`config.mk`:
```
export PLATFORM = sky130hd
export DESIGN_NAME = ex_mem_pipe
export DESIGN_NICKNAME = d
export VERILOG_FILES = /design/src/rtl/ex_mem_pipe.sv
export SDC_FILE = /design/constraint.sdc
export NUM_CORES = 1
export LEC_CHECK = 0
export BUFFER_PORTS_ARGS = -buffer_cell sky130_fd_sc_hd__buf_2
export CAP_MARGIN = 20
export CELL_PAD_IN_SITES_DETAIL_PLACEMENT = 0
export CELL_PAD_IN_SITES_GLOBAL_PLACEMENT = 2
export CORE_MARGIN = 3
export CORE_UTILIZATION = 30
export CTS_CLUSTER_SIZE = 12
export DETAILED_ROUTE_END_ITERATION = 10
export GPL_TIMING_DRIVEN = 0
export HOLD_SLACK_MARGIN = 0.1
export PLACE_DENSITY = 0.88
export SLEW_MARGIN = 30
export SYNTH_ARGS = -nofsm -noshare
export SYNTH_HDL_FRONTEND = slang
export SYNTH_SLANG_ARGS = --single-unit
```
`constraint.sdc`:
```
create_clock -name clk -period 3.9 [get_ports clk]
set_input_delay 0 -clock clk [delete_from_list [all_inputs] [get_ports clk]]
set_output_delay 0 -clock clk [all_outputs]
set_load 0.02 [all_outputs]
```
`src/rtl/ex_mem_pipe.sv`:
```
// EX/MEM pipeline stage: one-entry valid/ready register with registered payload and forwarding tap.
// Define EX_MEM_SKID_EN to add a second (skid) entry so in_ready comes straight from a flop.
module ex_mem_pipe #(
    parameter int DATA_W = 32,
    parameter int RD_W   = 5
) (
    input  logic                clk,
    input  logic                rst_n,
    input  logic                in_valid,
    output logic                in_ready,
    input  logic [DATA_W-1:0]   alu_res,
    input  logic [DATA_W-1:0]   store_data,
    input  logic [DATA_W/8-1:0] byte_en,
    input  logic [RD_W-1:0]     rd,
    input  logic                mem_read,
    input  logic                mem_write,
    input  logic                mem_to_reg,
    input  logic                reg_write,
    input  logic                flush,
    output logic                out_valid,
    input  logic                out_ready,
    output logic [DATA_W-1:0]   alu_res_q,
    output logic [DATA_W-1:0]   store_data_q,
    output logic [DATA_W/8-1:0] byte_en_q,
    output logic [RD_W-1:0]     rd_q,
    output logic                mem_read_q,
    output logic                mem_write_q,
    output logic                mem_to_reg_q,
    output logic                reg_write_q,
    output logic [1:0]          count,
    output logic                fwd_valid,
    output logic [RD_W-1:0]     fwd_rd,
    output logic [DATA_W-1:0]   fwd_data
);

    localparam int BE_W = DATA_W / 8;
    localparam int PW   = 2 * DATA_W + BE_W + RD_W + 4;

    logic [PW-1:0] pay_in;
    logic [PW-1:0] pay_p1;
    logic          vld_p1;
    logic          take;
    logic          give;
    logic          mr_p1, mw_p1, mtr_p1, rw_p1;

    assign pay_in = {alu_res, store_data, byte_en, rd, mem_read, mem_write, mem_to_reg, reg_write};
    assign take   = in_valid && in_ready;
    assign give   = vld_p1 && out_ready;

`ifdef EX_MEM_SKID_EN
    logic [PW-1:0] pay_p0;
    logic          vld_p0;

    // Skid entry only fills while main is full, so vld_p0 implies vld_p1.
    assign in_ready = !vld_p0;
    assign count    = {vld_p0, vld_p1 & ~vld_p0};

    // Stage boundary: skid (p0) feeds main (p1); main drives the outputs.
    always_ff @(posedge clk or negedge rst_n) begin
        if (!rst_n) begin
            vld_p1 <= 1'b0;
            vld_p0 <= 1'b0;
            pay_p1 <= '0;
            pay_p0 <= '0;
        end else if (flush) begin
            vld_p1 <= 1'b0;
            vld_p0 <= 1'b0;
        end else if (give) begin
            if (vld_p0) begin
                pay_p1 <= pay_p0;
                vld_p0 <= 1'b0;
            end else if (take) begin
                pay_p1 <= pay_in;
            end else begin
                vld_p1 <= 1'b0;
            end
        end else if (take) begin
            if (vld_p1) begin
                pay_p0 <= pay_in;
                vld_p0 <= 1'b1;
            end else begin
                pay_p1 <= pay_in;
                vld_p1 <= 1'b1;
            end
        end
    end
`else
    assign in_ready = !vld_p1 || out_ready;
    assign count    = {1'b0, vld_p1};

    // Stage boundary: single main entry (p1) drives the outputs.
    always_ff @(posedge clk or negedge rst_n) begin
        if (!rst_n) begin
            vld_p1 <= 1'b0;
            pay_p1 <= '0;
        end else if (flush) begin
            vld_p1 <= 1'b0;
        end else if (take) begin
            vld_p1 <= 1'b1;
            pay_p1 <= pay_in;
        end else if (give) begin
            vld_p1 <= 1'b0;
        end
    end
`endif

    assign {alu_res_q, store_data_q, byte_en_q, rd_q, mr_p1, mw_p1, mtr_p1, rw_p1} = pay_p1;

    // Control bits are gated so a bubble never issues a memory access or write-back.
    assign out_valid    = vld_p1;
    assign mem_read_q   = mr_p1  & vld_p1;
    assign mem_write_q  = mw_p1  & vld_p1;
    assign mem_to_reg_q = mtr_p1 & vld_p1;
    assign reg_write_q  = rw_p1  & vld_p1;

    assign fwd_valid = reg_write_q && (rd_q != '0);
    assign fwd_rd    = rd_q;
    assign fwd_data  = alu_res_q;

endmodule

```
==> results of run 1 <==
==> worst reg2reg max path, cell delays in order, from the launching register on <==
cell,delay (ns)
dfrtp_1,0.47
nor2b_4,0.18
nor3b_2,0.29
buf_4,0.28
buf_6,0.18
mux2_1,0.34
==> registers in the layout, summed over array words and instances, names as in the netlist <==
register / cells
out_valid: 1
pay_p1: 77
==> Yosys cell counts <==
cell     count  area share [%]
buf_4      113              22
dfrtp_1     78              51
mux2_2      47              14
mux2_1      30             8.9
and2_1       4            0.66
buf_2        4            0.53
buf_6        3            0.89
nor2_1       2            0.20
conb_1       1           0.099
inv_1        1           0.099
nor2b_4      1            0.36
nor3b_2      1            0.33
o21a_1       1            0.20
or4_1        1            0.20
==> worst max-delay path by stage <==
stage	cells past startpoint	start	endpoint
2_1_floorplan	5	out_valid$_DFFE_PN0P_	pay_p1[31]$_DFFE_PN0P_
3_3_place_gp	5	out_valid$_DFFE_PN0P_	pay_p1[58]$_DFFE_PN0P_
3_5_place_dp	5	out_valid$_DFFE_PN0P_	pay_p1[56]$_DFFE_PN0P_
4_1_cts	5	out_valid$_DFFE_PN0P_	pay_p1[60]$_DFFE_PN0P_
5_1_grt	5	out_valid$_DFFE_PN0P_	pay_p1[56]$_DFFE_PN0P_
6_report	5	out_valid$_DFFE_PN0P_	pay_p1[60]$_DFFE_PN0P_
==> power by group through the flow <==
stage / logic (mW) / registers, mW / clock network [mW]
6_report: 1.03 / 1.04 / 0.770
5_1_grt: 1.10 / 1.06 / 0.836
4_1_cts: 1.04 / 1.04 / 0.801
3_5_place_dp: 0.972 / 1.05 / 0
3_3_place_gp: 0.960 / 1.05 / 0
2_1_floorplan: 0.700 / 1.02 / 0
==> per-stage QoR <==
| step | hold slack, ns | utilization (%) |
|---|---|---|
| 2_1_floorplan | -0.2956 | - |
| 3_3_place_gp | 0.1816 | 41.01 |
| 3_5_place_dp | -0.08676 | 41.29 |
| 4_1_cts | 0.1146 | 50.10 |
| 5_1_grt | 0.1373 | 50.10 |
| 6_report | 0.1073 | 50.10 |
==> metal layers <==
layer / up-vias / GRT usage (%) / wire (µm)
met5: - / 0 / 0
met3: 16 / 4.306 / 768
met1: 1350 / 15.52 / 3698
met2: 136 / 22.63 / 4533
met4: 0 / 6.300 / 212
li1: 1417 / - / -
==> final cells by class <==
class / count / area (µm²) / share of cell area (%)
Clock inverter: 4 / 22.52 / 0.3681
Sequential cell: 78 / 1952 / 31.90
Clock buffer: 11 / 252.7 / 4.131
Multi-Input combinational cell: 88 / 944.7 / 15.44
Timing Repair Buffer: 280 / 1831 / 29.92
Buffer: 120 / 902.1 / 14.74
Inverter: 1 / 3.754 / 0.06135
Tap cell: 168 / 210.2 / 3.436
==> kinds of logic (layout without fill, tap and decap cells) <==
| family | count (synthesis) | count (layout) |
|---|---|---|
| buffers and inverters | 121 | 416 |
| flip-flops | 78 | 78 |
| multiplexers | 77 | 77 |
| AND/OR/NAND/NOR | 9 | 9 |
| other | 1 | 1 |
| AO/OA/AOI/OAI | 1 | 1 |
==> load_flow_metrics.sql, run 1 <==
INSERT INTO impl_metrics (metric_group, metric, value, unit) VALUES
('global_route', 'antenna_found_initial', '0', ''),
('synthesis', 'average_instance_area_after_synthesis', '13.25', 'µm²'),
('die', 'i_o_pin_total', '201', ''),
('run_status', 'result_of_the_run', 'finished, final reports clean', ''),
('synthesis', 'yosysWarningCount', '0', ''),
('placed_design', 'numPortBuffers', '199', ''),
('synthesis', 'flip_flop_and_latch_count_after_synthesis', '78', ''),
('drt', 'drt_pass1_iterations', '4', ''),
('power', 'power.share.switching', '31.01', '%'),
('power', 'power_frac_seq', '36.6', '%'),
('synthesis', 'synth_simple_gate_area_share', '1.744', '%'),
('final_layout', 'finalNonFillerCells', '750', ''),
('clock_tree', 'cts-root-to-sink-buffers', '2', ''),
('synthesis', 'post_synthesis_mux_area_share', '22.80', '%'),
('synthesis', 'syn-cell-area', '0.003802', 'mm²'),
('setup_path', 'crit_path_top_delay_cell', 'dfrtp_1', ''),
('final_layout', 'final_cell_mix', '202 x buf_2, 113 x buf_4, 80 x dlygate4sd3_1, 78 x dfrtp_1, 47 x mux2_2', ''),
('setup_path', 'critical_path.reg2reg.endpoint', 'pay_p1[60]$_DFFE_PN0P_', ''),
('drt', 'avgViaCountPerCell', '3.892', ''),
('final_layout', 'layout-drive-gt1-share', '65.98', '%'),
('drt', 'route.antenna.remaining_nets', '0', ''),
('final_layout', 'fillers', '1091', ''),
('synthesis', 'synth_xor_area_share', '0', '%'),
('placed_design', 'place_ws', '1.999', 'ns'),
('flow_run', 'cap_violations', '0', ''),
('setup_path', 'worst-path-buf-inv', '2', ''),
('die', 'design.die.area', '0.01406', 'mm²'),
('setup_path', 'worst_ep_arrival_time', '2.06', 'ns'),
('setup_path', 'required', '4.11', 'ns'),
('timing', 'post_route_clock_skew', '0.003861', 'ns'),
('clock_tree', 'post_cts_resized', '0', ''),
('power', 'clock_power_share', '27.1', '%'),
('timing', 'slew_viol_final', '0', ''),
('die', 'die_w', '118.6', 'µm'),
('power', 'fin_total_pwr', '2.838', 'mW'),
('timing', 'timing_hold_violations_final', '0', ''),
('setup_path', 'critPathTopFamily', 'flip-flops', ''),
('drt', 'vias', '2919', ''),
('final_layout', 'final_common_cell', 'buf_2', ''),
('clock_tree', 'clock-root-buffer', 'clkbuf_16', ''),
('timing', 'fmaxAchievable', '538.6', 'MHz'),
('setup_path', 'slowest_delay', '0.47', 'ns'),
('setup_path', 'timing.critical_path.cells', 'nor2b_4 > nor3b_2 > buf_4 > buf_6 > mux2_1', ''),
('die', 'placementRows', '40', ''),
('clock_tree', 'cts_hold_buffers', '80', ''),
('timing', 'finalWorstSetupSlack', '2.043', 'ns'),
('placed_design', 'place_area', '0.005042', 'mm²'),
('die', 'floorplan.initialDensity', '31.14', '%'),
('die', 'die_height', '118.6', 'µm'),
('clock_tree', 'cts-htree-levels', '3', ''),
('power', 'power.leakage', '3.117', 'nW'),
('drt', 'drc_errors', '0', ''),
('placed_design', 'place.detailed.instances', '655', ''),
('timing', 'final_min_period_over_clock_period', '47.61', '%'),
('global_route', 'globalRouteTotalUtil', '13.45', '%'),
('final_layout', 'num_antenna_cells', '0', ''),
('worst_hold_path', 'worstHoldPathType', 'in -> async', ''),
('synthesis', 'post_synth_num_cell_types', '14', ''),
('clock_tree', 'clkSinkCount', '78', ''),
('final_layout', 'num-nets-final', '660', ''),
('timing', 'timing.setup.tns', '0', 'ns'),
('global_route', 'grt_first_pass_wirelength', '15.19', 'mm'),
('power', 'share_comb_of_total_power', '36.3', '%'),
('synthesis', 'synth_fa_ha_area_share', '0', '%'),
('drt', 'finalWirelength', '9.213', 'mm'),
('timing', 'rsz0062_at_grt', 'false', ''),
('clock_tree', 'insertion_delay', '0.33', 'ns'),
('clock_tree', 'cts_tree', 'done', ''),
('placed_design', 'hpwl', '6.535', 'mm'),
('power', 'internal_power', '1.958', 'mW'),
('final_layout', 'final_design_area_no_fill', '0.006118', 'mm²');
No activity file was read; power rests on OpenSTA's default activity.
==> run 2: changes to the inputs <==
- CORE_UTILIZATION: 30 -> 25
- PLACE_DENSITY: 0.88 -> 0.79
- clock period: 3.9 -> 1.6 ns (I/O delays scaled with it)
==> run 2 against run 1 <==
Compared with the run above: the flow now finishes with violations (negative setup slack); worst hold slack improved by 0.034 ns; combinational power increased to 2.7 times the previous value; largest power group is now combinational cells; routed wire length increased by 8.1%; via count increased by 3.4%; flip-flop and latch count unchanged; first-iteration DRC count decreased by 38%; critical path depth increased by 1; die area increased by 19%; design area increased by 5.7%; register-to-register slack got worse by 2.1 ns.
==> load_flow_metrics.sql, run 2 (synthesized netlist as in run 1, its figures left out) <==
INSERT INTO impl_metrics (metric_group, metric, value, unit) VALUES
('power', 'power.leakage', '3.320', 'nW'),
('placed_design', 'numPortBuffers', '199', ''),
('setup_path', 'endpoint_kind', 'flip-flop', ''),
('placed_design', 'hpwl', '6.805', 'mm'),
('run_status', 'result_of_the_run', 'finished, violations left', ''),
('clock_tree', 'clock-root-buffer', 'clkbuf_16', ''),
('clock_tree', 'insertion_delay', '0.33', 'ns'),
('timing', 'rsz0062_at_grt', 'true', ''),
('run_status', 'failed_checks', 'negative setup slack', ''),
('power', 'power_per_cell_area', '1094', 'mW/mm²'),
('clock_tree', 'cts_tree', 'done', ''),
('drt', 'route.antenna.remaining_nets', '0', ''),
('timing', 'finalWorstSetupSlack', '-0.01474', 'ns'),
('clock_tree', 'clock_pin_slew_worst_setup_and_hold_paths', '0.05', 'ns'),
('final_layout', 'final_common_cell', 'buf_2', ''),
('final_layout', 'final_cell_mix', '198 x buf_2, 119 x buf_4, 80 x dlygate4sd3_1, 77 x dfrtp_1, 42 x mux2_2', ''),
('die', 'core_outline_area', '0.01470', 'mm²'),
('timing', 'final.min_clock_period', '1.615', 'ns'),
('setup_path', 'worst_ep_arrival_time', '1.83', 'ns'),
('timing', 'post_route_clock_skew', '0.002964', 'ns'),
('timing', 'final_min_period_over_clock_period', '100.9', '%'),
('setup_path', 'required', '1.82', 'ns'),
('final_layout', 'max_flop_register', 'pay_p1', ''),
('setup_path', 'cp_num_cells', '6', ''),
('drt', 'wl_per_cell', '12.84', 'µm'),
('final_layout', 'layout.core_utilization', '44.00', '%'),
('setup_path', 'timing.critical_path.cells', 'nor2b_4 > nor3b_4 > buf_6 > buf_12 > clkbuf_16 > mux2_4', ''),
('timing', 'slew_viol_final', '0', ''),
('setup_path', 'worst-path-buf-inv', '3', ''),
('placed_design', 'gp_routability_congestion', '0.7045', ''),
('global_route', 'grt_pass1_vias', '3050', ''),
('setup_path', 'setup.worst_path.start_class', 'flip-flop', ''),
('clock_tree', 'cts-root-to-sink-buffers', '2', ''),
('drt', 'avgViaCountPerCell', '3.889', ''),
('global_route', 'grt-ovfl-total', '0', ''),
('timing', 'finalSetupViolations', '10', ''),
('final_layout', 'flip_flop_count_of_the_largest_register_after_layout', '77', ''),
('global_route', 'grt_first_pass_wirelength', '15.06', 'mm'),
('die', 'i_o_pin_total', '201', ''),
('timing', 'fmaxAchievable', '619.3', 'MHz'),
('die', 'die_height', '129.3', 'µm'),
('clock_tree', 'cts-htree-levels', '3', ''),
('setup_path', 'setup.worst_path.class', 'reg -> reg', ''),
('timing', 'timing_hold_violations_final', '0', ''),
('final_layout', 'area_growth_syn_to_layout', '70.09', '%'),
('drt', 'finalWirelength', '9.960', 'mm'),
('final_layout', 'fillers', '1385', ''),
('power', 'worst_vdd_drop', '0.0006845', 'V'),
('final_layout', 'num_antenna_cells', '0', ''),
('global_route', 'antenna_found_initial', '0', ''),
('setup_path', 'critPathTopFamily', 'buffers and inverters', ''),
('flow_run', 'cap_violations', '0', ''),
('setup_path', 'ff2ff_path_depth', '6', ''),
('die', 'die_w', '129.3', 'µm'),
('global_route', 'globalRouteTotalUtil', '11.56', '%'),
('worst_hold_path', 'worstHoldPathType', 'in -> async', ''),
('final_layout', 'num-nets-final', '671', ''),
('setup_path', 'worst-path-max-fanout', '8', ''),
('setup_path', 'crit_path_top_delay_cell', 'dfrtp_2', ''),
('die', 'design.die.area', '0.01673', 'mm²'),
('final_layout', 'layout-drive-gt1-share', '71.62', '%'),
('drt', 'drt_pass1_iterations', '4', ''),
('global_route', 'grt_start_max_net_pins', '44', ''),
('die', 'floorplan.initialDensity', '25.87', '%'),
('drt', 'dr.first_iter.drc_count', '32', ''),
('timing', 'hold_slack', '0.1414', 'ns'),
('placed_design', 'place_ws', '-0.2484', 'ns'),
('die', 'placementRows', '44', ''),
('setup_path', 'slowest_delay', '0.40', 'ns'),
('drt', 'drc_errors', '0', ''),
('clock_tree', 'clkSinkCount', '78', ''),
('drt', 'vias', '3018', ''),
('clock_tree', 'cts_buffers', '9', '');
-- run 2: path summary, 6_finish.rpt --
path	slack (ns)	to	from
setup / recovery	-0.01	pay_p1[52]$_DFFE_PN0P_	out_valid$_DFFE_PN0P_
hold / removal	0.14	pay_p1[76]$_DFFE_PN0P_	rst_n
setup reg to reg	-0.01	pay_p1[52]$_DFFE_PN0P_	out_valid$_DFFE_PN0P_
hold reg to reg	0.51	pay_p1[0]$_DFFE_PN0P_	pay_p1[0]$_DFFE_PN0P_
max in group asynchronous	0.92	out_valid$_DFFE_PN0P_	rst_n
min in group clk	0.42	pay_p1[7]$_DFFE_PN0P_	rd[3]
-- run 2: layout make-up --
cell class,count,area [µm²],share of cell area (%)
Clock inverter,2,10.01,0.1548
Tap cell,184,230.2,3.560
Sequential cell,78,1953,30.20
Inverter,1,3.754,0.05804
Buffer,120,958.4,14.82
Multi-Input combinational cell,88,1086,16.79
Timing Repair Buffer,291,1979,30.61
Clock buffer,12,246.5,3.811
-- run 2: per-layer routing --
layer / up-vias / share of wire, % / track usage [%]
met5: - / 0 / 0
met4: 0 / 1.5 / 4.077
met3: 15 / 7.1 / 4.452
met2: 119 / 52 / 20.52
met1: 1443 / 39 / 12.56
li1: 1441 / - / -
-- run 2: power by group --
group / switching [mW] / total [mW] / internal [mW]
Sequential: 0.229 / 2.54 / 2.31
Clock: 0.733 / 1.80 / 1.07
Combinational: 1.20 / 2.73 / 1.53
-- run 2: repair_timing --
action                                  CTS  global route
pin swaps                                 1             1
endpoints found under the hold margin   156             0
cloned                                    1             2
setup buffers                             7             1
endpoints found under the setup margin   78            78
resized for setup                        11            38
hold buffers                             80             0
-- run 2: worst register-to-register path: stages (launching register included) --
cell and delay [ns]:
dfrtp_2 0.40, nor2b_4 0.14, nor3b_4 0.20, buf_6 0.14
buf_12 0.15, clkbuf_16 0.17, mux2_4 0.30
-- run 2: through the flow --
step / std cells / instance area [µm²] / power [mW] / setup TNS (ns)
after floorplan: 287 / 3832 / 4.223 / 0
after global placement: 670 / 5059 / 4.922 / -21.23
after detailed placement: 671 / 5092 / 4.966 / -13.49
after CTS: 773 / 6266 / 7.049 / -0.3622
after global routing: 776 / 6467 / 7.514 / -4.968
final: 776 / 6467 / 7.072 / -0.1078
